File: src/rtl/mult_div_unit.sv
// rtl/mult_div_unit.sv - sequential signed multiply (radix-2 Booth) / restoring divide with HI/LO result registers
module mult_div_unit #(
    parameter int WIDTH = 32
) (
    input  logic             clk,
    input  logic             reset,
    input  logic             mult_start,
    input  logic             div_start,
    input  logic [WIDTH-1:0] a,
    input  logic [WIDTH-1:0] b,
    output logic [WIDTH-1:0] hi,
    output logic [WIDTH-1:0] lo,
    output logic             busy,
    output logic             done,
    output logic             div_zero
);

    typedef enum logic [1:0] {S_IDLE, S_MULT, S_DIV, S_FINISH} state_t;
    typedef enum logic [1:0] {OP_MULT, OP_DIV, OP_DZ} op_t;

    localparam logic [5:0] LAST_STEP = 6'(WIDTH - 1);

    state_t             state_q, state_d;
    op_t                op_q, op_d;
    logic [5:0]         cnt_q, cnt_d;
    logic [2*WIDTH:0]   acc_q, acc_d;
    logic [WIDTH-1:0]   mcand_q, mcand_d;
    logic [WIDTH-1:0]   rem_q, rem_d;
    logic [WIDTH-1:0]   quo_q, quo_d;
    logic               q_neg_q, q_neg_d;
    logic               r_neg_q, r_neg_d;
    logic [WIDTH-1:0]   hi_q, hi_d;
    logic [WIDTH-1:0]   lo_q, lo_d;
    logic               done_q, done_d;
    logic               dz_q, dz_d;

    logic [WIDTH-1:0]   abs_a, abs_b;
    logic [WIDTH:0]     booth_a_ext, booth_m_ext, booth_sum;
    logic [WIDTH:0]     div_shifted;
    logic               div_ge;

    always_comb begin
        state_d = state_q;
        op_d    = op_q;
        cnt_d   = cnt_q;
        acc_d   = acc_q;
        mcand_d = mcand_q;
        rem_d   = rem_q;
        quo_d   = quo_q;
        q_neg_d = q_neg_q;
        r_neg_d = r_neg_q;
        hi_d    = hi_q;
        lo_d    = lo_q;
        done_d  = 1'b0;
        dz_d    = dz_q;

        abs_a = a[WIDTH-1] ? ({WIDTH{1'b0}} - a) : a;
        abs_b = b[WIDTH-1] ? ({WIDTH{1'b0}} - b) : b;

        // Add/sub one bit wider than HI so a -2^(WIDTH-1) multiplicand cannot overflow before the shift
        booth_a_ext = {acc_q[2*WIDTH], acc_q[2*WIDTH:WIDTH+1]};
        booth_m_ext = {mcand_q[WIDTH-1], mcand_q};
        case (acc_q[1:0])
            2'b01:   booth_sum = booth_a_ext + booth_m_ext;
            2'b10:   booth_sum = booth_a_ext - booth_m_ext;
            default: booth_sum = booth_a_ext;
        endcase

        div_shifted = {rem_q, quo_q[WIDTH-1]};
        div_ge      = (div_shifted >= {1'b0, mcand_q});

        case (state_q)
            S_IDLE: begin
                if (mult_start) begin
                    state_d = S_MULT;
                    op_d    = OP_MULT;
                    cnt_d   = '0;
                    mcand_d = a;
                    acc_d   = {{WIDTH{1'b0}}, b, 1'b0};
                    dz_d    = 1'b0;
                end else if (div_start) begin
                    cnt_d   = '0;
                    mcand_d = abs_b;
                    rem_d   = '0;
                    quo_d   = abs_a;
                    q_neg_d = a[WIDTH-1] ^ b[WIDTH-1];
                    r_neg_d = a[WIDTH-1];
                    dz_d    = 1'b0;
                    if (b == '0) begin
                        op_d    = OP_DZ;
                        state_d = S_FINISH;
                    end else begin
                        op_d    = OP_DIV;
                        state_d = S_DIV;
                    end
                end
            end
            S_MULT: begin
                acc_d = {booth_sum, acc_q[WIDTH:1]};
                cnt_d = cnt_q + 6'd1;
                if (cnt_q == LAST_STEP) state_d = S_FINISH;
            end
            S_DIV: begin
                rem_d = div_ge ? WIDTH'(div_shifted - {1'b0, mcand_q}) : div_shifted[WIDTH-1:0];
                quo_d = {quo_q[WIDTH-2:0], div_ge};
                cnt_d = cnt_q + 6'd1;
                if (cnt_q == LAST_STEP) state_d = S_FINISH;
            end
            S_FINISH: begin
                state_d = S_IDLE;
                done_d  = 1'b1;
                case (op_q)
                    OP_MULT: {hi_d, lo_d} = acc_q[2*WIDTH:1];
                    OP_DIV: begin
                        lo_d = q_neg_q ? ({WIDTH{1'b0}} - quo_q) : quo_q;
                        hi_d = r_neg_q ? ({WIDTH{1'b0}} - rem_q) : rem_q;
                    end
                    default: dz_d = 1'b1;
                endcase
            end
            default: state_d = S_IDLE;
        endcase
    end

    always_ff @(posedge clk or negedge reset) begin
        if (!reset) begin
            state_q <= S_IDLE;
            op_q    <= OP_MULT;
            cnt_q   <= '0;
            acc_q   <= '0;
            mcand_q <= '0;
            rem_q   <= '0;
            quo_q   <= '0;
            q_neg_q <= 1'b0;
            r_neg_q <= 1'b0;
            hi_q    <= '0;
            lo_q    <= '0;
            done_q  <= 1'b0;
            dz_q    <= 1'b0;
        end else begin
            state_q <= state_d;
            op_q    <= op_d;
            cnt_q   <= cnt_d;
            acc_q   <= acc_d;
            mcand_q <= mcand_d;
            rem_q   <= rem_d;
            quo_q   <= quo_d;
            q_neg_q <= q_neg_d;
            r_neg_q <= r_neg_d;
            hi_q    <= hi_d;
            lo_q    <= lo_d;
            done_q  <= done_d;
            dz_q    <= dz_d;
        end
    end

    assign hi       = hi_q;
    assign lo       = lo_q;
    assign busy     = (state_q != S_IDLE);
    assign done     = done_q;
    assign div_zero = dz_q;

endmodule

File: config.mk
export PLATFORM = sky130hd
export DESIGN_NAME = mult_div_unit
export DESIGN_NICKNAME = d
export VERILOG_FILES = /design/src/rtl/mult_div_unit.sv
export SDC_FILE = /design/constraint.sdc
export NUM_CORES = 1
export LEC_CHECK = 0
export ABC_AREA = 1
export CAP_MARGIN = 20
export CORE_MARGIN = 2
export CORE_UTILIZATION = 50
export DETAILED_ROUTE_END_ITERATION = 10
export DONT_BUFFER_PORTS = 1
export GPL_TIMING_DRIVEN = 0
export HOLD_SLACK_MARGIN = 0.03
export PLACE_DENSITY = 0.71
export SLEW_MARGIN = 20
export SYNTH_ARGS = -nofsm -noshare
export SYNTH_HDL_FRONTEND = slang
export SYNTH_SLANG_ARGS = --single-unit
File: constraint.sdc
create_clock -name clk -period 3.7 [get_ports clk]
set_input_delay 0.74 -clock clk [delete_from_list [all_inputs] [get_ports clk]]
set_output_delay 0.74 -clock clk [all_outputs]
set_load 0.03 [all_outputs]
=== Word level (Yosys, flattened, before mapping) ===
Cells that the tools add are included.

* Add/sub/neg operators: 8
* Magnitude comparators: 1
* Equality and inequality tests: 14
* Muxes and demuxes: 34
* Bitwise logic cells: 2
* Reductions and logical operators: 21

{| class="wikitable"
|+ Operators by type and width
! kind !! number
|-
| two-way mux 32 bit || 11
|-
| case mux 32 bit (2 select lines) || 4
|-
| case mux 65 bit (2 select lines) || 1
|-
| subtractor 1 x 32 -> 32 bit (first input constant) || 4
|-
| case mux 33 bit (2 select lines) || 1
|-
| two-way mux 65 bit || 1
|-
| adder 32 x 32 -> 33 bit || 1
|-
| greater-or-equal comparator 33 x 32 -> 1 bit || 1
|-
| subtractor 32 x 32 -> 33 bit || 1
|-
| logical NOT 32 bit || 1
|-
| subtractor 32 bit || 1
|-
| nonzero test 2 bit || 7
|-
| two-way mux 2 bit || 6
|-
| two-way mux 6 bit || 2
|-
| case mux 6 bit (2 select lines) || 1
|-
| AND reduction 3 bit || 4
|-
| AND reduction 2 bit || 5
|-
| != test 2 bit (second input constant) || 4
|-
| adder 6 x 1 -> 6 bit (second input constant) || 1
|-
| == test 2 x 1 -> 1 bit (second input constant) || 3
|-
| == test 2 bit (second input constant) || 3
|-
| == test 6 x 5 -> 1 bit (second input constant) || 1
|-
| case mux 2 bit (3 select lines) || 1
|-
| two-way mux 1 bit || 5
|-
| other kinds (8) || 10
|}

* Register bits: 239
* Bits of input ports: 68
* Output and inout port bits: 67
* Logic and storage cells: 94

=== Depth between registers and ports, before layout ===
Gate-level depths: netlist of the first run.

* Depth after elaboration: 5
* Mapped depth: 24
* Gate-level depth less buffers: 24

=== Worst setup path after synthesis of the first run ===
No wires, ideal clock.

* Path kind: reg2reg
* Start: reg acc_q[0]
* End: reg acc_q[54]
* Library setup time: 123 ps
* Arrival time: 2,787 ps
* Data required time: 3,577 ps
* Slack: 790 ps
* Cell stages (with the launch flop): 20
* Path buffers: 3
* Period minus slack after synthesis: 2,910 ps
* Cells stage by stage: dfrtp_1 -> inv_1 -> ha_1 -> clkbuf_1 -> clkbuf_1 -> clkbuf_1 -> o21ai_0 -> fa_1 -> nand2_1 -> nand3_1 -> nand3_1 -> nand2_1 -> nand2_1 -> nand2_1 -> nand2_1 -> nand2_1 -> nand2_1 -> nand2_1 -> o21ai_0 -> nand2_1

* Longest elaborated chain between the ends: 3
* Elaborated cells between the ends (all ways): 4
* Classes of those cells: eq/ne (2); mux (2)

{| class="wikitable"
|+ Ends and longest elaborated chain
! what !! line !! source
|-
| start, declared || 26 || <nowiki>logic [2*WIDTH:0] acc_q, acc_d;</nowiki>
|-
| start signal, assigned || 130 || <nowiki>acc_q <= '0;</nowiki>
|-
| start signal, assigned || 144 || <nowiki>acc_q <= acc_d;</nowiki>
|-
| == test 2 bit or == test 2 x 1 -> 1 bit (tied branches) || 63 || <nowiki>case (acc_q[1:0])</nowiki>
|-
| case mux 33 bit (2 select lines) (*) || 63 ||
|-
| case mux 65 bit (2 select lines) (*) || 72 || <nowiki>case (state_q)</nowiki>
|}

Mark *: on every way between the ends. The rest lies on a longest branch, timed or not.
A chain may end at the register's enable or synchronous reset.

=== Worst setup path after layout of the first run ===
Same ends and word-level chain as after synthesis.

==> metrics.cfg, run 1 <==
[final_layout]
fin_util=0.549
layout-drive-gt1-share=0.0488
syn2layout_area_growth_pct=8.27
fin_nets=3565
fillers=4194
fin_area_sq_um=22400

[flow_run]
max_cap_viol_count=0

[placement]
hpwl_microns=70300
placed_cell_area_sq_um=21400
gp_congestion=1.06
io_buffer_count=0

[logic_synthesis]
ys_seq_area_frac=0.289
synth-seq-cells=239
ys_types=50
async_flop_share=1.00
yosys-top-cells-count=1149 x nand2_1, 455 x inv_1, 298 x nor2_1, 239 x dfrtp_1, 229 x nand3_1
yosys.cell_count.top_type=nand2_1
synth_top_family_by_area=simple AND/OR/NAND/NOR gates
synthSimpleGateAreaFrac=0.364
synth_fa_ha_area_frac=0.0472
synth_top_cell_area_share=0.289
synth_compound_area_frac=0.151
synth_nets=3535
synthFlopType=dfrtp_1
synth_area_leaders=dfrtp_1 29%, nand2_1 21%, inv_1 8.2%
syn_area_per_cell_sq_um=6.11
synth_warnings=0
syn_inst=3390
synthMuxAreaShare=0.00163
synthXorXnorAreaFrac=0.0364
syn-cell-area_sq_um=20700
yosys.area.top_type=dfrtp_1
synth_edf_count=0

[setup_path]
worst-setup-path-type=flip-flop to flip-flop
ff2ff_setup_slack_ns=0.25
cpPeakStageDelay_ns=0.45
rr_startpoint=acc_q[0]
cpLargestDelayFamily=simple AND/OR/NAND/NOR gates
cp-end-kind=flip-flop
cp_num_buf_inv=3
arrival_ns=3.93
r2r-end=acc_q[54]
cp-start-kind=flip-flop
crit_chain=inv_1 -> ha_2 -> clkbuf_2 -> clkbuf_2 -> o21ai_1 -> fa_1 -> nand2_1 -> nand3_1 -> nand3_1 -> nand2_1 -> nand2_1 -> nand2_1 -> nand2_1 -> nand2_1 -> nand2_1 -> nand2_1 -> o21ai_0 -> nand2_1
cp.required_ns=4.18
path_max_fanout=10
crit_top_cell=nand2_1
critPathSlowestCell=fa_1
r2r_cells=18

[floorplanning]
num_rows=74
die_w_microns=208
coreArea_sq_um=40800
start_util=0.507
die_y_microns=208
dieArea_sq_um=43100
ios=135

[clock_tree]
cts_root_buf=clkbuf_16
cts.sinks=239
clk_latency_ns=0.60
clk_pin_slew_ns=0.06
htreeDepth=1
cts_buffer_depth=3
post_cts_buffers=0
cts_tree=built
cts_buffers=29

[min_path]
hold_path_class=input pin to async pin

[detailed_routing]
ant_nets=0
drt-total-wl_microns=85700
drc=0
drt_first_pass_iters=6
drtIter0Drc=2911
num_vias=23000
avgRoutedWirePerCell_microns=21.6
vias_per_cell=5.77

[timing]
holdWs_ns=-0.152
worstMarginPinSlew_ns=1.14
final.min_clock_period_ns=3.45
drv_slew=0
fin_crit_sh=0.934
slew_headroom=0.235
final-setup-viol-count=0
hold_violations=239
rsz0062_at_grt=true
max_freq_mhz=289
finClkSkew_ns=0.0235

[power_and_ir_drop]
leakagePower_nw=12.0
total_power_mw=21.5
power_density_nw_per_um2=959
ir_worst_vdd_v=0.000584

[global_routing]
grt_pass1_wl_microns=128000
antenna_found_initial=0
grtUsageTotal=0.391
overflow=0
grt_max_degree=240
grt_pass1_vias=21200

[outcome]
run_status=finished, violations left
violations=hold timing

[layout make-up]
class                           instances  area [sq um]  share of cell area
Antenna cell                            1          2.50            0.000112
Clock buffer                           38           810              0.0361
Multi-Input combinational cell       2555         12500               0.556
Inverter                              486          1820              0.0813
Tap cell                              532           666              0.0297
Sequential cell                       239          5980               0.267
Clock inverter                         16           198             0.00881
Buffer                                109           477              0.0213
[worst max path at each step]
| stage | from | endpoint | cells after the start |
|---|---|---|---|
| detailed placement | acc_q[0] | acc_q[54] | 19 |
| finish | acc_q[0] | acc_q[54] | 18 |
| global placement | acc_q[0] | acc_q[54] | 19 |
| CTS | mcand_q[1] | acc_q[64] | 22 |
| floorplan | acc_q[0] | acc_q[54] | 19 |
| global route | mcand_q[0] | acc_q[61] | 20 |
[worst reg2reg max path: cells and delay by family (launching register included)]
family	cells	cell delay, ns
adders and majority gates	2	0.78
DFF	1	0.37
and+or+nand+nor	11	1.16
AOI/OAI and AO/OA	2	0.37
buffers and inverters	3	0.67
[routing by layer]
metal / track usage / up-vias / wire length, microns
met3: 0.0829 / 190 / 9710
met1: 0.549 / 10700 / 36000
met4: 0.179 / 0 / 4660
met5: 0 / - / 0
met2: 0.574 / 1201 / 35400
li1: - / 10900 / -
[repair_timing]
action / in CTS / in global routing
gates resized for setup: 2 / 14
endpoints found under the setup margin: 14 / 18
pin swaps: 0 / 1
endpoints found under the hold margin: 239 / 239
[cell usage in the layout (no fill, tap or decap), types with 33 or more instances in the layout]
cell type and count:
nand2_1 1149, inv_1 453, nor2_1 295, dfrtp_1 239, nand3_1 228, a21oi_1 215, o21ai_0 211, ha_1 74
xor2_1 72, clkbuf_1 70, o211ai_1 47, nand4_1 41, nor3_1 33
[cells by family after synthesis]
logic type      Yosys count
fa+ha+maj                77
mux                       3
xor+xnor                 86
flops                   239
compound gates          565
buf+inv                 596
simple gates           1824
[stage by stage]
step,instances,TNS [ns],setup slack (ns)
5_1_grt,3975,-0.0522,-0.0403
6_report,3976,0,0.245
3_5_place_dp,3922,-2.73,-0.335
2_1_floorplan,3390,0,0.790
3_3_place_gp,3922,-1.91,-0.294
4_1_cts,3975,0,0.0332
[sequential cells by signal, indices dropped and copies added (netlist names)]
| signal | count |
|---|---|
| hi | 32 |
| acc_q | 65 |
| div_zero | 1 |
| q_neg_q | 1 |
| r_neg_q | 1 |
| cnt_q | 6 |
| op_q | 2 |
| state_q | 2 |
| done | 1 |
| quo_q | 32 |
| mcand_q | 32 |
| rem_q | 32 |
| lo | 32 |
[power breakdown]
part	internal (mW)	switching, mW
Sequential	3.70	1.74
Combinational	3.72	9.28
Clock	1.77	1.28
Power figures use the tool's default switching activity.
==> run 2, diff against run 1 <==
ABC_AREA = default   (was 1)
CAP_MARGIN = 30   (was 20)
CTS_CLUSTER_SIZE = 24   (was default)
==> metrics.cfg, run 2 <==
[logic_synthesis]
ys_seq_area_frac=0.345  ; +0.0560
synth_warnings=0  ; unchanged
synth_fa_ha_area_frac=0.0564  ; +0.00916
synth_compound_area_frac=0.237  ; +0.0858
synth_edf_count=0  ; unchanged
synthMuxAreaShare=0.0508  ; +0.0492
synth_nets=2293  ; -35%
synth-seq-cells=239  ; unchanged
syn_area_per_cell_sq_um=8.08  ; +32%
syn_inst=2148  ; -37%
syn-cell-area_sq_um=17400  ; -16%
async_flop_share=1.00  ; unchanged
yosys-top-cells-count=335 x nand2_1, 313 x o21ai_0, 239 x dfrtp_1, 157 x nor2_1, 148 x a21oi_1
synth_top_family_by_area=compound AO/OA/AOI/OAI gates
synthXorXnorAreaFrac=0.103  ; +0.0666
synthFlopType=dfrtp_1
synth_top_cell_area_share=0.345  ; +0.0560
synth_area_leaders=dfrtp_1 34%, o21ai_0 9.0%, nand2_1 7.2%
synthSimpleGateAreaFrac=0.170  ; -0.194
yosys.area.top_type=dfrtp_1
ys_types=74  ; +48%
yosys.cell_count.top_type=nand2_1

[detailed_routing]
vias_per_cell=6.22  ; +7.8%
drc=0  ; unchanged
drtIter0Drc=1301  ; -55%
avgRoutedWirePerCell_microns=23.5  ; +9.1%
ant_nets=0  ; unchanged
drt_first_pass_iters=5  ; -1
num_vias=16700  ; -27%
drt-total-wl_microns=63200  ; -26%

[power_and_ir_drop]
pwr-share-comb=0.626  ; +0.021
leakagePower_nw=8.48  ; -30%
total_power_mw=23.0  ; +7.0%
p_clk_frac=0.126  ; -0.016
power.share.sequential=0.248  ; -0.005
switching_share=0.525  ; -0.0471
p_sw_mw=12.1  ; -1.8%
ir_worst_vdd_v=0.000587  ; +0.50%
power_density_nw_per_um2=1160  ; +21%
intPower_mw=10.9  ; +19%

[final_layout]
final_cell_mix=332 x nand2_1, 301 x o21ai_0, 235 x dfrtp_1
regMostFlops=acc_q
syn2layout_area_growth_pct=13.9
layout-drive-gt1-share=0.0892  ; +0.0404
layout_commonest_cell=nand2_1
fin_util=0.575  ; +0.0259
largest_reg_flops=65  ; unchanged
fin_nets=2355  ; -34%

[setup_path]
cp.required_ns=4.15  ; -0.03 ns
arrival_ns=4.91  ; +0.98 ns
crit_top_cell=o21ai_1
cpLargestDelayFamily=simple AND/OR/NAND/NOR gates
path_max_fanout=6  ; -4
cpPeakStageDelay_ns=0.55  ; +0.10 ns
cp-start-kind=flip-flop
critPathSlowestCell=or4_4
cp_num_buf_inv=0  ; -3
worst-setup-path-type=flip-flop to flip-flop
cp-end-kind=flip-flop
crit_chain=or4_4 -> or3_4 -> nor3_4 -> nand2_1 -> nand2_2 -> o21ai_1 -> xnor2_2 -> ha_4 -> a21o_1 -> a21boi_4 -> or4b_4 -> o41ai_4 -> o2111ai_2 -> xor2_2 -> o21ai_1 -> a22o_1

[global_routing]
grt_pass1_vias=16300  ; -23%
antenna_found_initial=2  ; +2
grtUsageTotal=0.348  ; -0.0424
overflow=0  ; unchanged
grt_max_degree=240  ; unchanged
grt_pass1_wl_microns=96300  ; -25%

[clock_tree]
cts_buffers=28  ; -3.4%
cts_buffer_depth=3  ; unchanged
cts_tree=built
clk_pin_slew_ns=0.07  ; about the same
cts_root_buf=clkbuf_16
cts.sinks=239  ; unchanged
htreeDepth=1  ; unchanged
clk_latency_ns=0.60  ; about the same

[timing]
worstMarginPinSlew_ns=1.04  ; -0.0926 ns
final-setup-viol-count=16  ; +16
rsz0062_at_grt=true
max_freq_mhz=224  ; -23%
drv_slew=0  ; unchanged
finClkSkew_ns=0.0497  ; +0.0262 ns
setup_tns_ns=-7.18  ; -7.18 ns
holdWs_ns=-0.161  ; -0.00877 ns
slew_headroom=0.305  ; +0.0698
fin_crit_sh=1.21  ; +0.273
postLayoutSetupSlackWorst_ns=-0.763  ; -1.01 ns
hold_violations=239  ; unchanged
final.min_clock_period_ns=4.46  ; +1.01 ns

[outcome]
violations=hold timing, setup timing
run_status=finished, violations left

[floorplanning]
coreArea_sq_um=34400  ; -16%
num_rows=68  ; -8.1%
die_w_microns=190  ; -8.3%
dieArea_sq_um=36200  ; -16%
ios=135  ; unchanged
start_util=0.505  ; -0.00255
die_y_microns=190  ; -8.3%

[placement]
gp_congestion=0.969  ; -8.9%
io_buffer_count=0  ; unchanged
hpwl_microns=48100  ; -32%

[min_path]
hold_path_class=input pin to async pin

[flow_run]
max_cap_viol_count=0  ; unchanged

[run 2: cells by family after synthesis]
group / after synthesis
DFF: 239
muxes: 88
AOI/OAI and AO/OA: 695
adders and majority gates: 77
and+or+nand+nor: 666
xor gates and xnor gates: 204
buffers and inverters: 179
[run 2: final timing paths]
path / from / to / slack, ns / depth (start not counted)
setup / recovery: mcand_q[8] / acc_q[64] / -0.76 / 16
hold / removal: reset / rem_q[7] / -0.16 / 0
setup reg to reg: mcand_q[8] / acc_q[64] / -0.76 / 16
hold reg to reg: acc_q[0] / acc_q[0] / 0.51 / 1
max in group asynchronous: reset / rem_q[31] / 3.41 / 0
min in group clk: a[0] / quo_q[0] / 0.30 / 2
[run 2: power by group through the flow]
stage	Sequential, mW	Clock, mW	Combinational, mW
global placement	5.64	0	12.7
global route	5.81	3.02	15.8
finish	5.71	2.90	14.4
CTS	5.65	2.94	13.6
floorplan	5.14	0	9.51
detailed placement	5.67	0	12.9
[run 2: metal layers]
layer | GRT usage | routed length (microns) | up-vias
met3 | 0.0780 | 5080 | 192
li1 | - | - | 7728
met1 | 0.425 | 24800 | 8096
met5 | 0 | 13 | -
met2 | 0.575 | 29600 | 705
met4 | 0.183 | 3760 | 2
[run 2: per-stage QoR]
step / instances / setup WS [ns] / instance area [sq um]
after floorplan: 2148 / -0.491 / 17400
after global placement: 2603 / -1.27 / 18000
after detailed placement: 2604 / -1.33 / 18000
after CTS: 2678 / -0.700 / 19400
after global routing: 2688 / -0.899 / 19800
final: 2688 / -0.763 / 19800
[run 2: what timing repair did]
action,CTS,global route
endpoints found under the setup margin,45,55
resized for setup,59,55
pin swaps,30,25
setup buffers,22,13
hold endpoints to repair,239,239
[run 2: final cells by class]
| type | count | area (sq um) |
|---|---|---|
| Antenna cell | 1 | 2.50 |
| Clock buffer | 39 | 772 |
| Fill cell | 3216 | 14600 |
| Inverter | 67 | 251 |
| Tap cell | 455 | 569 |
| Multi-Input combinational cell | 1730 | 11300 |
| Buffer | 108 | 438 |
| Timing Repair Buffer | 36 | 285 |
| Sequential cell | 239 | 5990 |
| Clock inverter | 13 | 174 |
==> run 3, diff against run 2 <==
PLACE_DENSITY = 0.74   (was 0.71)
clock period = 4.02 ns   (was 3.7 ns; I/O delays follow)
==> metrics.cfg, run 3 (same netlist as run 2, synthesis figures left out) <==
[outcome]
run_status=finished, violations left
violations=hold timing, setup timing

[global_routing]
grt_util_met2=0.561  ; -0.0140
grt-busiest-layer=met2
overflow=0  ; unchanged
grt_max_degree=240  ; unchanged
grt_pass1_vias=16400  ; +0.74%
antenna_found_initial=1  ; -1
grtUsageTotal=0.346  ; -0.00226
met3_usage=0.0734  ; -0.00460
grt_util_met1=0.420  ; -0.00500
grt_pass1_wl_microns=95900  ; -0.44%

[detailed_routing]
ant_nets=0  ; unchanged
num_vias=16900  ; +1.2%
avgRoutedWirePerCell_microns=23.6  ; +0.42%
drt-total-wl_microns=63400  ; +0.27%
drtIter0Drc=1524  ; +17%
drt_first_pass_iters=9  ; +4
drc=0  ; unchanged
vias_per_cell=6.31  ; +1.4%

[timing]
worstMarginPinSlew_ns=1.03  ; -0.0140 ns
drv_slew=0  ; unchanged
hold_violations=175  ; -27%
holdWs_ns=-0.0846  ; +0.0760 ns
final.min_clock_period_ns=4.46  ; -0.00104 ns
fin_crit_sh=1.11  ; -0.0963
rsz0062_at_grt=true
final-setup-viol-count=11  ; -5
postLayoutSetupSlackWorst_ns=-0.442  ; +0.321 ns
finClkSkew_ns=0.0257  ; -0.0240 ns
max_freq_mhz=224  ; about the same
setup_tns_ns=-2.92  ; +4.26 ns
slew_headroom=0.295  ; -0.0103

[final_layout]
fin_nets=2354  ; -0.042%
syn2layout_area_growth_pct=13.8
largest_reg_flops=65  ; unchanged
layout-drive-gt1-share=0.0888  ; -0.000329
final_cell_mix=332 x nand2_1, 293 x o21ai_0, 236 x dfrtp_1
diodes=0  ; -1
regMostFlops=acc_q
layout_commonest_cell=nand2_1
final_cells=2684  ; -0.15%

[min_path]
hold_path_class=input pin to async pin

[placement]
place_ws_ns=-0.919  ; +0.411 ns
hpwl_microns=47700  ; -0.86%
gp_congestion=1.00  ; +3.7%
placed_cells=2603  ; -0.038%
io_buffer_count=0  ; unchanged

[setup_path]
cp_num_buf_inv=0  ; unchanged
cpPeakStageDelay_ns=0.57  ; +0.02 ns
worst-setup-path-type=flip-flop to flip-flop
cp-end-kind=flip-flop
crit_top_cell=o21ai_1
cp-start-kind=flip-flop
critPathSlowestCell=or4_4
cp.required_ns=4.49  ; +0.34 ns
crit_chain=or4_4 -> or3_4 -> nor4_4 -> and2_4 -> a31oi_4 -> xnor2_2 -> ha_1 -> o21ai_1 -> o21bai_2 -> or4b_4 -> o41ai_4 -> o2111ai_2 -> xor2_1 -> o21ai_1 -> a22o_1
arrival_ns=4.93  ; +0.02 ns
path_max_fanout=3  ; -3
cpLargestDelayFamily=simple AND/OR/NAND/NOR gates

[power_and_ir_drop]
power.share.sequential=0.253  ; +0.005
total_power_mw=21.2  ; -7.8%
switching_share=0.523  ; -0.00234
intPower_mw=10.1  ; -7.3%
pwr-share-comb=0.613  ; -0.013
p_sw_mw=11.1  ; -8.2%
p_clk_frac=0.134  ; +0.008
ir_worst_vdd_v=0.000553  ; -5.8%
power_density_nw_per_um2=1070  ; -7.7%
leakagePower_nw=8.50  ; +0.24%

[clock_tree]
clk_latency_ns=0.58  ; -0.02 ns
cts_root_buf=clkbuf_16
clk_pin_slew_ns=0.07  ; about the same
cts.sinks=239  ; unchanged
cts_tree=built
htreeDepth=1  ; unchanged
cts_buffers=28  ; unchanged
cts_buffer_depth=3  ; unchanged

[floorplanning]
start_util=0.505  ; unchanged
coreArea_sq_um=34400  ; unchanged
dieArea_sq_um=36200  ; unchanged
num_rows=68  ; unchanged
die_y_microns=190  ; unchanged
die_w_microns=190  ; unchanged
ios=135  ; unchanged

[flow_run]
max_cap_viol_count=0  ; unchanged

## run 3: cell types whose count changed in the layout (fill, tap and decap cells not counted), sizes merged
| cell | before | now |
|---|---|---|
| diode | 1 | 0 |
| clkinv | 8 | 9 |
| buf | 52 | 46 |
| clkbuf | 131 | 130 |
| bufinv | 3 | 6 |
## run 3: metal layers
metal / routed length, microns / up-vias
li1: - / 7749
met1: 24300 / 8092
met2: 28800 / 862
met3: 5880 / 221
met4: 4400 / 2
met5: 13 / -
## run 3: stage by stage
step | area (sq um) | utilization
after floorplan | 17400 | -
after global placement | 18000 | 0.523
after detailed placement | 18000 | 0.523
after CTS | 19500 | 0.566
after global routing | 19700 | 0.575
final | 19700 | 0.575
## run 3: area by class of cell
cell class                      count  area [sq um]
Fill cell                        3164         14600
Multi-Input combinational cell   1730         11200
Sequential cell                   239          5980
Clock buffer                       33           749
Tap cell                          455           569
Buffer                            111           429
Clock inverter                     17           260
Timing Repair Buffer               32           255
Inverter                           67           251
## run 3: power by group through the flow
stage                     logic (mW)  registers [mW]  clock network, mW
after detailed placement        11.7            5.32                  0
after global placement          11.5            5.27                  0
after CTS                       12.3            5.30               2.85
final                           13.0            5.37               2.84
after global routing            14.2            5.45               2.96
after floorplan                 8.75            4.73                  0
## run 3: final timing paths
path                            start        end  slack (ns)  depth (start not counted)
setup / recovery           mcand_q[8]  acc_q[64]       -0.44                         15
setup reg to reg           mcand_q[8]  acc_q[64]       -0.44                         15
hold reg to reg             acc_q[15]  acc_q[15]        0.50                          2
hold / removal                  reset   acc_q[0]       -0.08                          0
max in group asynchronous       reset  rem_q[18]        3.73                          0
min in group clk                 a[0]   quo_q[0]        0.41                          2
## run 3: timing repair
action                                 4_1_cts  5_1_grt
pin swaps                                   34       23
resized for setup                           61       53
endpoints found under the hold margin      239      239
setup endpoints to repair                   23       36
setup buffers                               19       12
## run 3: worst reg2reg max path: stages, from the launching register on
cell and delay [ns]:
dfrtp_1 0.41, or4_4 0.57, or3_4 0.39, nor4_4 0.31, and2_4 0.22, a31oi_4 0.10
xnor2_2 0.25, ha_1 0.30, o21ai_1 0.17, o21bai_2 0.11, or4b_4 0.57, o41ai_4 0.31
o2111ai_2 0.18, xor2_1 0.20, o21ai_1 0.08, a22o_1 0.19
